## src/rtl/spi_scan_pkg.sv

```systemverilog
// Shared types and helpers for the SPI ADC scan sequencer.
package spi_scan_pkg;

    localparam int   MAX_CHANNELS  = 32;
    localparam int   MAX_CH_W      = 5;
    localparam logic CMD_START_BIT = 1'b1;

    typedef enum logic [2:0] {
        ST_IDLE,
        ST_SELECT,
        ST_CS_SETUP,
        ST_START_BYTE,
        ST_WAIT_BYTE,
        ST_CS_IDLE,
        ST_EMIT
    } seq_state_t;

    // Conversion command: start bit, 3-bit channel, four zero bits.
    function automatic logic [7:0] make_cmd(input logic [2:0] ch);
        return {CMD_START_BIT, ch, 4'b0000};
    endfunction

    function automatic logic [MAX_CH_W-1:0] lowest_set(input logic [MAX_CHANNELS-1:0] mask);
        logic [MAX_CH_W-1:0] idx;
        idx = '0;
        for (int i = MAX_CHANNELS - 1; i >= 0; i--) begin
            if (mask[i]) idx = MAX_CH_W'(i);
        end
        return idx;
    endfunction

endpackage

```

## src/rtl/scan_tick_gen.sv

```systemverilog
// Free-running scan period counter; tick_o marks the last cycle of each period.
module scan_tick_gen #(
    parameter int SCAN_PERIOD = 50000
) (
    input  logic clock_i,
    input  logic reset_i,
    input  logic en_i,
    output logic tick_o
);

    localparam int                CNT_W    = $clog2(SCAN_PERIOD);
    localparam logic [CNT_W-1:0]  CNT_LAST = CNT_W'(SCAN_PERIOD - 1);

    logic [CNT_W-1:0] count;

    // NOTE: sequential state uses non-blocking assignments so every flop samples pre-edge values.
    always_ff @(posedge clock_i) begin
        if (reset_i || !en_i) begin
            count <= '0;
        end else if (count == CNT_LAST) begin
            count <= '0;
        end else begin
            count <= count + CNT_W'(1);
        end
    end

    assign tick_o = en_i && (count == CNT_LAST);

endmodule

```

## src/rtl/spi_scan_sequencer.sv

```systemverilog
// Walks the enabled ADC channels once per scan tick, framing one SPI
// transaction per channel and presenting each sample on a valid/ready stream.
module spi_scan_sequencer
    import spi_scan_pkg::*;
#(
    parameter  int NUM_CHANNELS    = 8,
    parameter  int BYTES_PER_FRAME = 3,
    parameter  int SCAN_PERIOD     = 50000,
    parameter  int CS_SETUP_CYCLES = 4,
    parameter  int CS_IDLE_CYCLES  = 4,
    localparam int CH_W            = (NUM_CHANNELS > 1) ? $clog2(NUM_CHANNELS) : 1,
    localparam int SAMPLE_W        = 8 * (BYTES_PER_FRAME - 1)
) (
    input  logic                    clock_i,
    input  logic                    reset_i,
    input  logic                    enable_i,
    input  logic [NUM_CHANNELS-1:0] channel_mask_i,
    output logic                    spi_start_o,
    input  logic                    spi_done_i,
    output logic [7:0]              spi_tx_o,
    input  logic [7:0]              spi_rx_i,
    output logic                    cs_n_o,
    output logic                    sample_valid_o,
    input  logic                    sample_ready_i,
    output logic [CH_W-1:0]         sample_channel_o,
    output logic [SAMPLE_W-1:0]     sample_data_o,
    output logic                    busy_o,
    output logic                    overrun_o
);

    localparam int BYTE_W = $clog2(BYTES_PER_FRAME);
    localparam int WAIT_MAX = (CS_SETUP_CYCLES > CS_IDLE_CYCLES) ? CS_SETUP_CYCLES : CS_IDLE_CYCLES;
    localparam int WAIT_W = $clog2(WAIT_MAX + 1);
    localparam logic [BYTE_W-1:0] LAST_BYTE  = BYTE_W'(BYTES_PER_FRAME - 1);
    localparam logic [WAIT_W-1:0] SETUP_LAST = WAIT_W'(CS_SETUP_CYCLES - 1);
    localparam logic [WAIT_W-1:0] IDLE_LAST  = WAIT_W'(CS_IDLE_CYCLES - 1);

    seq_state_t              state, state_next;
    logic                    tick;
    logic                    busy;
    logic                    last_byte;
    logic                    emit_fire;
    logic [NUM_CHANNELS-1:0] scan_mask;
    logic [CH_W-1:0]         cur_ch;
    logic [BYTE_W-1:0]       byte_idx;
    logic [WAIT_W-1:0]       wait_cnt;
    logic [SAMPLE_W-1:0]     shift_reg;
    logic [7:0]              frame_tx;

    scan_tick_gen #(
        .SCAN_PERIOD(SCAN_PERIOD)
    ) u_tick (
        .clock_i(clock_i),
        .reset_i(reset_i),
        .en_i   (enable_i),
        .tick_o (tick)
    );

    assign busy      = (state != ST_IDLE);
    assign busy_o    = busy;
    assign last_byte = (byte_idx == LAST_BYTE);
    assign emit_fire = (state == ST_EMIT) && (!sample_valid_o || sample_ready_i);
    assign frame_tx  = (byte_idx == '0) ? make_cmd(3'(cur_ch)) : 8'h00;

    always_ff @(posedge clock_i) begin
        if (reset_i) state <= ST_IDLE;
        else         state <= state_next;
    end

    // NOTE: every always_comb output gets a default first so no path can infer a latch.
    always_comb begin
        state_next  = state;
        spi_start_o = 1'b0;
        spi_tx_o    = 8'h00;
        cs_n_o      = 1'b1;
        case (state)
            ST_IDLE: begin
                if (tick && (channel_mask_i != '0)) state_next = ST_SELECT;
            end
            ST_SELECT: begin
                state_next = (scan_mask == '0) ? ST_IDLE : ST_CS_SETUP;
            end
            ST_CS_SETUP: begin
                cs_n_o = 1'b0;
                if (wait_cnt == SETUP_LAST) state_next = ST_START_BYTE;
            end
            ST_START_BYTE: begin
                cs_n_o      = 1'b0;
                spi_start_o = 1'b1;
                spi_tx_o    = frame_tx;
                state_next  = ST_WAIT_BYTE;
            end
            ST_WAIT_BYTE: begin
                // tx stays put until done so the master may sample it late
                cs_n_o   = 1'b0;
                spi_tx_o = frame_tx;
                if (spi_done_i) state_next = last_byte ? ST_CS_IDLE : ST_START_BYTE;
            end
            ST_CS_IDLE: begin
                if (wait_cnt == IDLE_LAST) state_next = ST_EMIT;
            end
            ST_EMIT: begin
                // a disable mid-scan finishes the current sample, then drops the rest
                if (emit_fire) state_next = enable_i ? ST_SELECT : ST_IDLE;
            end
            default: state_next = ST_IDLE;
        endcase
    end

    always_ff @(posedge clock_i) begin
        if (reset_i) begin
            scan_mask        <= '0;
            cur_ch           <= '0;
            byte_idx         <= '0;
            wait_cnt         <= '0;
            shift_reg        <= '0;
            sample_valid_o   <= 1'b0;
            sample_channel_o <= '0;
            sample_data_o    <= '0;
            overrun_o        <= 1'b0;
        end else begin
            if (tick && busy) overrun_o <= 1'b1;

            if ((state == ST_IDLE) && (state_next == ST_SELECT)) scan_mask <= channel_mask_i;

            if ((state == ST_SELECT) && (scan_mask != '0)) begin
                cur_ch    <= CH_W'(lowest_set(MAX_CHANNELS'(scan_mask)));
                scan_mask <= scan_mask & (scan_mask - NUM_CHANNELS'(1));
                byte_idx  <= '0;
            end

            if (state_next != state) begin
                wait_cnt <= '0;
            end else if ((state == ST_CS_SETUP) || (state == ST_CS_IDLE)) begin
                wait_cnt <= wait_cnt + WAIT_W'(1);
            end

            // byte 0 answers the command phase and carries no sample bits
            if ((state == ST_WAIT_BYTE) && spi_done_i) begin
                if (byte_idx != '0) shift_reg <= (shift_reg << 8) | SAMPLE_W'(spi_rx_i);
                if (!last_byte)     byte_idx  <= byte_idx + BYTE_W'(1);
            end

            if (emit_fire) begin
                sample_valid_o   <= 1'b1;
                sample_data_o    <= shift_reg;
                sample_channel_o <= cur_ch;
            end else if (sample_valid_o && sample_ready_i) begin
                sample_valid_o   <= 1'b0;
            end
        end
    end

endmodule

```

## config.mk

```make
export PLATFORM = sky130hd
export DESIGN_NAME = spi_scan_sequencer
export DESIGN_NICKNAME = d
export VERILOG_FILES = /design/src/rtl/spi_scan_pkg.sv /design/src/rtl/scan_tick_gen.sv /design/src/rtl/spi_scan_sequencer.sv
export SDC_FILE = /design/constraint.sdc
export NUM_CORES = 1
export LEC_CHECK = 0
export ABC_AREA = 1
export CAP_MARGIN = 20
export CORE_ASPECT_RATIO = 1.2
export CORE_MARGIN = 10
export CORE_UTILIZATION = 53
export CTS_BUF_LIST = sky130_fd_sc_hd__clkbuf_4 sky130_fd_sc_hd__clkbuf_8 sky130_fd_sc_hd__clkbuf_16
export CTS_CLUSTER_DIAMETER = 200
export DETAILED_ROUTE_END_ITERATION = 10
export PLACE_DENSITY = 0.81
export SLEW_MARGIN = 20
export SYNTH_ARGS = -nofsm -noshare
export SYNTH_HDL_FRONTEND = slang
export SYNTH_SLANG_ARGS = --single-unit
```

## constraint.sdc

```tcl
create_clock -name clock_i -period 1.8 [get_ports clock_i]
set_input_delay 0.54 -clock clock_i [delete_from_list [all_inputs] [get_ports clock_i]]
set_output_delay 0.54 -clock clock_i [all_outputs]
set_load 0.005 [all_outputs]
```

==> summary.txt <==
Cells and area
  • Post-layout nets: 553
  • Synth-to-Final Area Change: 32.12%
  • Ant diodes: 0
  • Post-route insts no fill: 616
  • Share of cells above drive strength 1: 0.1723
  • Finished Cell Area: 4267 µm²

Timing
  • Min cycle time layout: 1.906 ns
  • FMAX: 0.5247 GHz
  • Final worst slack: -0.1057 ns
  • Final Setup Violations: 5
  • Fin crit share: 1.059
  • RSZ-0062 raised after global routing: yes
  • Slew Limit Fails: 0
  • Fin Setup TNS: -0.3819 ns
  • Clk_skew: 0.007565 ns
  • Final hold violations: 0

Min path
  • Worst hold stages: 2
  • Class of the worst hold path: reg -> reg
  • WHS Endpoint: overrun_o$_SDFFE_PP0P_
  • Hold Startpoint: overrun_o$_SDFFE_PP0P_

Route
  • Vias: 3,127
  • Drc violations: 0
  • Drt pass-1 iters: 4
  • Vias/cell: 5.076
  • ANT nets after route: 0
  • Final WL: 8027 µm
  • Iter 0 DRT Violations: 277
  • Drt wl/cell: 13.03 µm

GRT
  • Grt ovf: 0
  • Vias in the first global route: 2,904
  • Largest net degree at the start of global routing: 23
  • First-pass GRT wire length: 13,190 µm
  • GR Util All Layers: 0.1652
  • Initial antenna violation count: 0

CTS
  • Clock Tree Root: clkbuf_8
  • Clock Sinks: 72
  • CTS tree: done
  • Max Root-Sink Buffers: 2
  • Num CTS Buffers: 9
  • Clk pin slew, worst setup/hold paths: 0.07 ns
  • Clock insertion delay at the later pin of the skew report: 0.35 ns
  • Clock H-tree levels: 3

Pwr
  • Internal Pwr Total: 0.002366 W
  • Reg power frac: 0.531
  • Clock Power Share: 0.428
  • Switching Share: 0.2120
  • Pwr per Cell Area: 703.7 nW/µm²
  • Max IR drop VDD: 0.5706 mV
  • Psw: 0.0006365 W
  • Leakage: 1.763 nW
  • Combinational power share: 0.042

Die
  • DIE AREA: 9628 µm²
  • Row Count: 31
  • Die Height: 105.5 µm
  • CORE AREA: 5973 µm²
  • I/O pin total: 53
  • Starting Density: 0.5406
  • Die W: 91.26 µm

Synth
  • Yosys cell types: 41
  • Number of storage elements in the synthesis netlist: 72
  • Synthesized cell area: 3229 µm²
  • Yosys synthesis warning count: 0
  • Syn Area/Cell: 7.257 µm²
  • Cells after synthesis: 445
  • Seq/Total Area, Yosys: 0.4463

Critical path
  • CP required: 1.26 ns
  • Worst R2R Setup Slack: 0.15 ns
  • Critical Path End Type: output port
  • Reg-to-reg startpoint: state[0]$_SDFF_PP0_
  • Crit Reg-Reg Endpoint: scan_mask[2]$_SDFFE_PP0P_
  • Startpoint types: flip-flop
  • Crit path arrival time: 1.37 ns
  • R2R depth: 10
  • Max FO, Critical Path: 4
  • CP Class: reg -> out

Placed design
  • Gpl congestion: 0.9220
  • Post-Place Setup Slack: -0.2394 ns
  • Port bufs: 48
  • Post-DP Area: 3963 µm²
  • Inst Count DP: 592
  • Detailed placement HPWL: 5916 µm

Job
  • Max Cap Viol: 0

Run status
  • Violated checks: negative setup slack
  • Run status: finished, violations left
-- power by group through the flow --
stage	logic, W	clock network, W	registers (W)
after floorplan	0.0000506	0	0.00163
after global placement	0.000122	0	0.00163
after detailed placement	0.000123	0	0.00163
after global routing	0.000136	0.00136	0.00159
final	0.000125	0.00128	0.00159
after CTS	0.000124	0.00131	0.00160
-- cells in the mapped netlist --
master / instances / area, µm²
xor2_1: 1 / 8.760
nand4_1: 5 / 31.28
buf_1: 1 / 3.750
o21ai_2: 1 / 8.760
a21oi_1: 28 / 140.1
mux2i_1: 1 / 10.01
buf_2: 3 / 15.01
nand3_4: 1 / 17.52
xnor2_1: 2 / 17.52
nand2_1: 61 / 229.0
nor3b_1: 3 / 22.52
nor3_2: 1 / 10.01
buf_4: 6 / 45.04
a31oi_1: 2 / 12.51
o21ai_1: 4 / 20.02
nor3_1: 2 / 10.01
nor2_4: 2 / 22.52
nor2_1: 108 / 405.4
o21ai_4: 1 / 16.27
nand3_2: 1 / 10.01
o21bai_1: 1 / 7.510
or2_0: 1 / 6.260
nand2_4: 1 / 11.26
dfxtp_1: 72 / 1441
a211oi_1: 1 / 7.510
inv_1: 37 / 138.9
nand3_1: 20 / 100.1
o21a_1: 2 / 15.01
buf_6: 3 / 33.78
o31ai_1: 1 / 7.510
o21ai_0: 51 / 255.2
clkbuf_1: 5 / 18.77
nand3b_2: 1 / 11.26
clkbuf_2: 1 / 5.000
inv_2: 2 / 7.510
ha_1: 3 / 37.54
nor3_4: 1 / 16.27
conb_1: 1 / 3.750
a41oi_1: 1 / 8.760
a21oi_2: 1 / 8.760
nor2_2: 5 / 31.28
-- how the worst max path moves through the flow --
stage / slack (ns) / from / cells past startpoint / to
6_report: -0.11 / state[0]$_SDFF_PP0_ / 7 / spi_tx_o[6]
5_1_grt: -0.17 / state[0]$_SDFF_PP0_ / 7 / spi_tx_o[6]
4_1_cts: -0.14 / state[0]$_SDFF_PP0_ / 6 / cs_n_o
3_5_place_dp: -0.24 / sample_ready_i / 10 / wait_cnt[1]$_SDFFE_PP0P_
3_3_place_gp: -0.19 / sample_ready_i / 9 / wait_cnt[1]$_SDFFE_PP0P_
2_1_floorplan: 0.26 / state[0]$_SDFF_PP0_ / 6 / spi_tx_o[4]
-- kinds of logic (layout without fill, tap and decap cells) --
logic type	Yosys count	in the layout	synth area share
AND/OR/NAND/NOR	213	213	0.2894
other	1	4	0.001161
flip-flops	72	72	0.4463
XOR/XNOR	3	3	0.008138
adder cells (fa/ha/maj)	3	3	0.01162
AO/OA/AOI/OAI	94	94	0.1573
multiplexers	1	1	0.003100
buffers and inverters	58	144	0.08291
-- what timing repair did --
item	CTS	global route
setup endpoints to repair	7	21
hold buffers	0	0
pin swaps	5	3
buffers inserted	2	6
resized for setup	31	13
-- area by class of cell --
class                           count  area, µm²
Multi-Input combinational cell    318       1577
Fill cell                         483       1707
Clock inverter                      1      7.507
Sequential cell                    72       1448
Clock buffer                       15      200.2
Tap cell                           82      102.6
Inverter                           39      146.4
Timing Repair Buffer               89      785.8
-- through the flow --
step	hold WS, ns	power (W)	util
finish	0.4486	0.003003	0.7143
global route	0.4829	0.003091	0.7143
CTS	0.4520	0.003025	0.6998
detailed placement	0.4411	0.001755	0.6634
global placement	0.4383	0.001754	0.6634
floorplan	0.4302	0.001683	-
-- worst max-delay path, cell delays in order, from the launching register on --
cell	delay [ns]
dfxtp_2	0.33
buf_6	0.12
nor2_4	0.11
nand2_2	0.08
nand2_2	0.09
nand2_4	0.06
nor2_1	0.10
buf_2	0.12
-- layout by cell type (no fill, tap or decap), types with 3 or more instances in the layout --
cell type	netlist	final
ha_1	3	3
nand2_2	0	3
nor2_1	108	106
o21ai_0	51	51
o21ai_1	4	4
inv_1	37	36
nand2_1	61	57
buf_4	6	38
inv_2	2	3
conb_1	1	4
dfxtp_1	72	69
buf_2	3	5
nor2_4	2	4
clkdlybuf4s50_1	0	40
clkbuf_8	0	14
nand3_1	20	19
a21oi_1	28	27
nand4_1	5	5
nor3b_1	3	3
nor2_2	5	5
-- metal layers --
metal,global-route usage,wire length [µm],vias up
met2,0.2894,4067,71
met4,0.06054,143,0
met5,0,0,-
met3,0.05465,410,14
met1,0.1814,3405,1442
li1,-,-,1600
Power figures use the tool's default switching activity.
==> RTL change (config.mk and constraints unchanged) <==
Re-encode `seq_state_t` (7 states) as one-hot, 7 bits wide.
--- a/src/rtl/spi_scan_pkg.sv
+++ b/src/rtl/spi_scan_pkg.sv
@@ -7,10 +7,10 @@
 
-    typedef enum logic [2:0] {
-        ST_IDLE,
-        ST_SELECT,
-        ST_CS_SETUP,
-        ST_START_BYTE,
-        ST_WAIT_BYTE,
-        ST_CS_IDLE,
-        ST_EMIT
+    typedef enum logic [6:0] {
+        ST_IDLE       = 7'b0000001,
+        ST_SELECT     = 7'b0000010,
+        ST_CS_SETUP   = 7'b0000100,
+        ST_START_BYTE = 7'b0001000,
+        ST_WAIT_BYTE  = 7'b0010000,
+        ST_CS_IDLE    = 7'b0100000,
+        ST_EMIT       = 7'b1000000
     } seq_state_t;
Check against the original RTL: same outputs for any inputs over 10 cycles, from zero or initial values and one cycle with reset_i high; not proved beyond that.
==> RTL change against the unedited design <==
The flow still finishes with violations (negative setup slack); clock skew hardly changed; cell area grew 20%; routed wire length up 37%; setup slack got worse by 0.26 ns; total power is 1.6% higher; sequential cell count increased by 4; synthesized area grew 9.6%; fmax fell by 12%; critical endpoint is now spi_tx_o[7]; largest cell class unchanged.
==> RTL change: results (changes against the unedited design) <==
routing:
  wl_met3_um: 770  # +88%
  firstDrtPassIters: 6  # +2
  drtIter0Drc: 227  # -18%
  routedLengthMet1_um: 4280  # +26%
  avgViaCountPerCell: 5.42  # +6.8%
  routed_wl_um: 11000  # +37%
  dr_wl_met2_um: 5530  # +36%
  top_layer_used: "met4"
clock_network:
  cts_buffers: 9  # unchanged
  clk_latency_ns: 0.36
  path_clk_slew_ns: 0.09  # +0.02 ns
  cts_buffer_depth: 2  # unchanged
  htreeDepth: 3  # unchanged
global_routing:
  grt.total_usage_pct: 19.1  # +2.6 points
  grt_max_degree: 33  # +43%
  met2_usage_pct: 32.9  # +4.0 points
  gr-usage-met3_pct: 5.12  # -0.35 points
  grt_pass1_wl_um: 16000  # +21%
  grt_pass1_vias: 3568  # +23%
  top_usage_layer: "met2"
  antenna_found_initial: 0  # unchanged
  grt_use_met1_pct: 21.7  # +3.5 points
min_path:
  worstHoldStart: "shift_reg[15]"
  whs_endpoint: "shift_reg[15]"
  hold_depth: 2  # unchanged
  hold_class: "flop to flop"
status:
  failed_checks: "negative setup slack"
  outcome: "complete, but fails checks"
critical_path:
  critical-path-max-stage-delay_ns: 0.35  # +0.02 ns
  timing.rr.start: "state[0]"
  regToRegEndpoint: "scan_mask[0]"
  r2r_slack_ns: -0.25  # -0.40 ns
  path_max_fanout: 2  # -2
  crit_end: "spi_tx_o[7]"
  cp-startpoint: "state[5]"
  arrival_ns: 1.62  # +0.25 ns
  cp_slowest_cell: "dfxtp_2"
  r2r_cells: 12  # +2
placement:
  pre_cts_ws_ns: -0.532  # -0.293 ns
  routabilityCongestion: 0.932  # +1.1%
  dp_hpwl_um: 6930  # +17%
  port_buffers: 48  # unchanged
power_and_ir_drop:
  pg_comb_mw: 0.142  # +14%
  vdd_drop_max_uv: 593  # +3.9%
  p_sw_share_pct: 25.4  # +4.2 points
  leakagePower_nw: 2.44  # +38%
  clk-power_mw: 1.23  # -4%
yosys:
  yosysWarningCount: 0  # unchanged
  synth_area_leaders: "dfxtp_1 43%, nor2_1 12%, nand2_1 6.3%"
  ys_seq_area_share_pct: 43.0  # -1.6 points
  synthTopCellsByCount: "113 x nor2_1, 76 x dfxtp_1, 59 x nand2_1"
  synth_cell_type_count: 44  # +7.3%
  async_reset_ff_share_pct: 0  # unchanged
timing:
  setup_ws_ns: -0.363  # -0.257 ns
  setup_viol: 21  # +16
  skew_ns: 0.00716  # -0.000406 ns
  whs_ns: 0.464  # +0.0157 ns
layout:
  nets: 643  # +16%
  drive_gt1_share_pct: 29.8  # +13 points
==> RTL change: cell count changes in the layout (fill, tap and decap cells not counted), moves of 4 or more <==
cell,delta
dlymetal6s2s_1,+16
nand4_1,+5
nor2_4,+7
nor3_1,+5
nand2_1,-7
nor2_1,-4
buf_6,+18
o21ai_0,-10
inv_2,+13
clkdlybuf4s50_1,-17
dfxtp_2,+5
nand2_2,+8
buf_4,+27
clkbuf_8,-5
==> RTL change: what timing repair did <==
item,CTS,global route
setup endpoints to repair,11,39
gates resized for setup,58,74
pin swaps,12,29
hold buffers,0,0
setup buffers,14,14
==> RTL change: logic make-up after synthesis <==
family | count (synthesis) | synth area share (%)
buf+inv | 75 | 8.63
other cells | 1 | 0.106
simple gates | 240 | 31.5
compound gates | 91 | 14.4
fa+ha+maj | 3 | 1.06
flops | 76 | 43.0
xor+xnor | 4 | 0.990
mux | 1 | 0.283
==> RTL change: final cells by class <==
cell class              count  area [um2]
diodes                      1        2.50
clock buffers               9         124
well taps                  85         106
repair buffers            130        1200
inverters                  59         236
clock inverters             7        57.6
multi-input cells         343        1870
fillers                   406        1310
flip-flops and latches     76        1540
==> RTL change: critical path, delay by kind of cell (launching register included) <==
family / cells / cell delay, ns
and+or+nand+nor: 4 / 0.45
buffers and inverters: 5 / 0.46
DFF: 1 / 0.35
==> RTL change: stage by stage <==
| step | instance area, um2 | instances | total power [mW] | utilization (%) | TNS (ns) |
|---|---|---|---|---|---|
| global placement | 4490 | 668 | 1.86 | 69.7 | -9.44 |
| global route | 5140 | 709 | 3.16 | 79.7 | -5.27 |
| floorplan | 3550 | 494 | 1.77 | - | 0 |
| CTS | 4820 | 696 | 3.07 | 74.8 | -3.21 |
| detailed placement | 4490 | 668 | 1.86 | 69.7 | -11.45 |
| finish | 5140 | 710 | 3.05 | 79.8 | -3.76 |
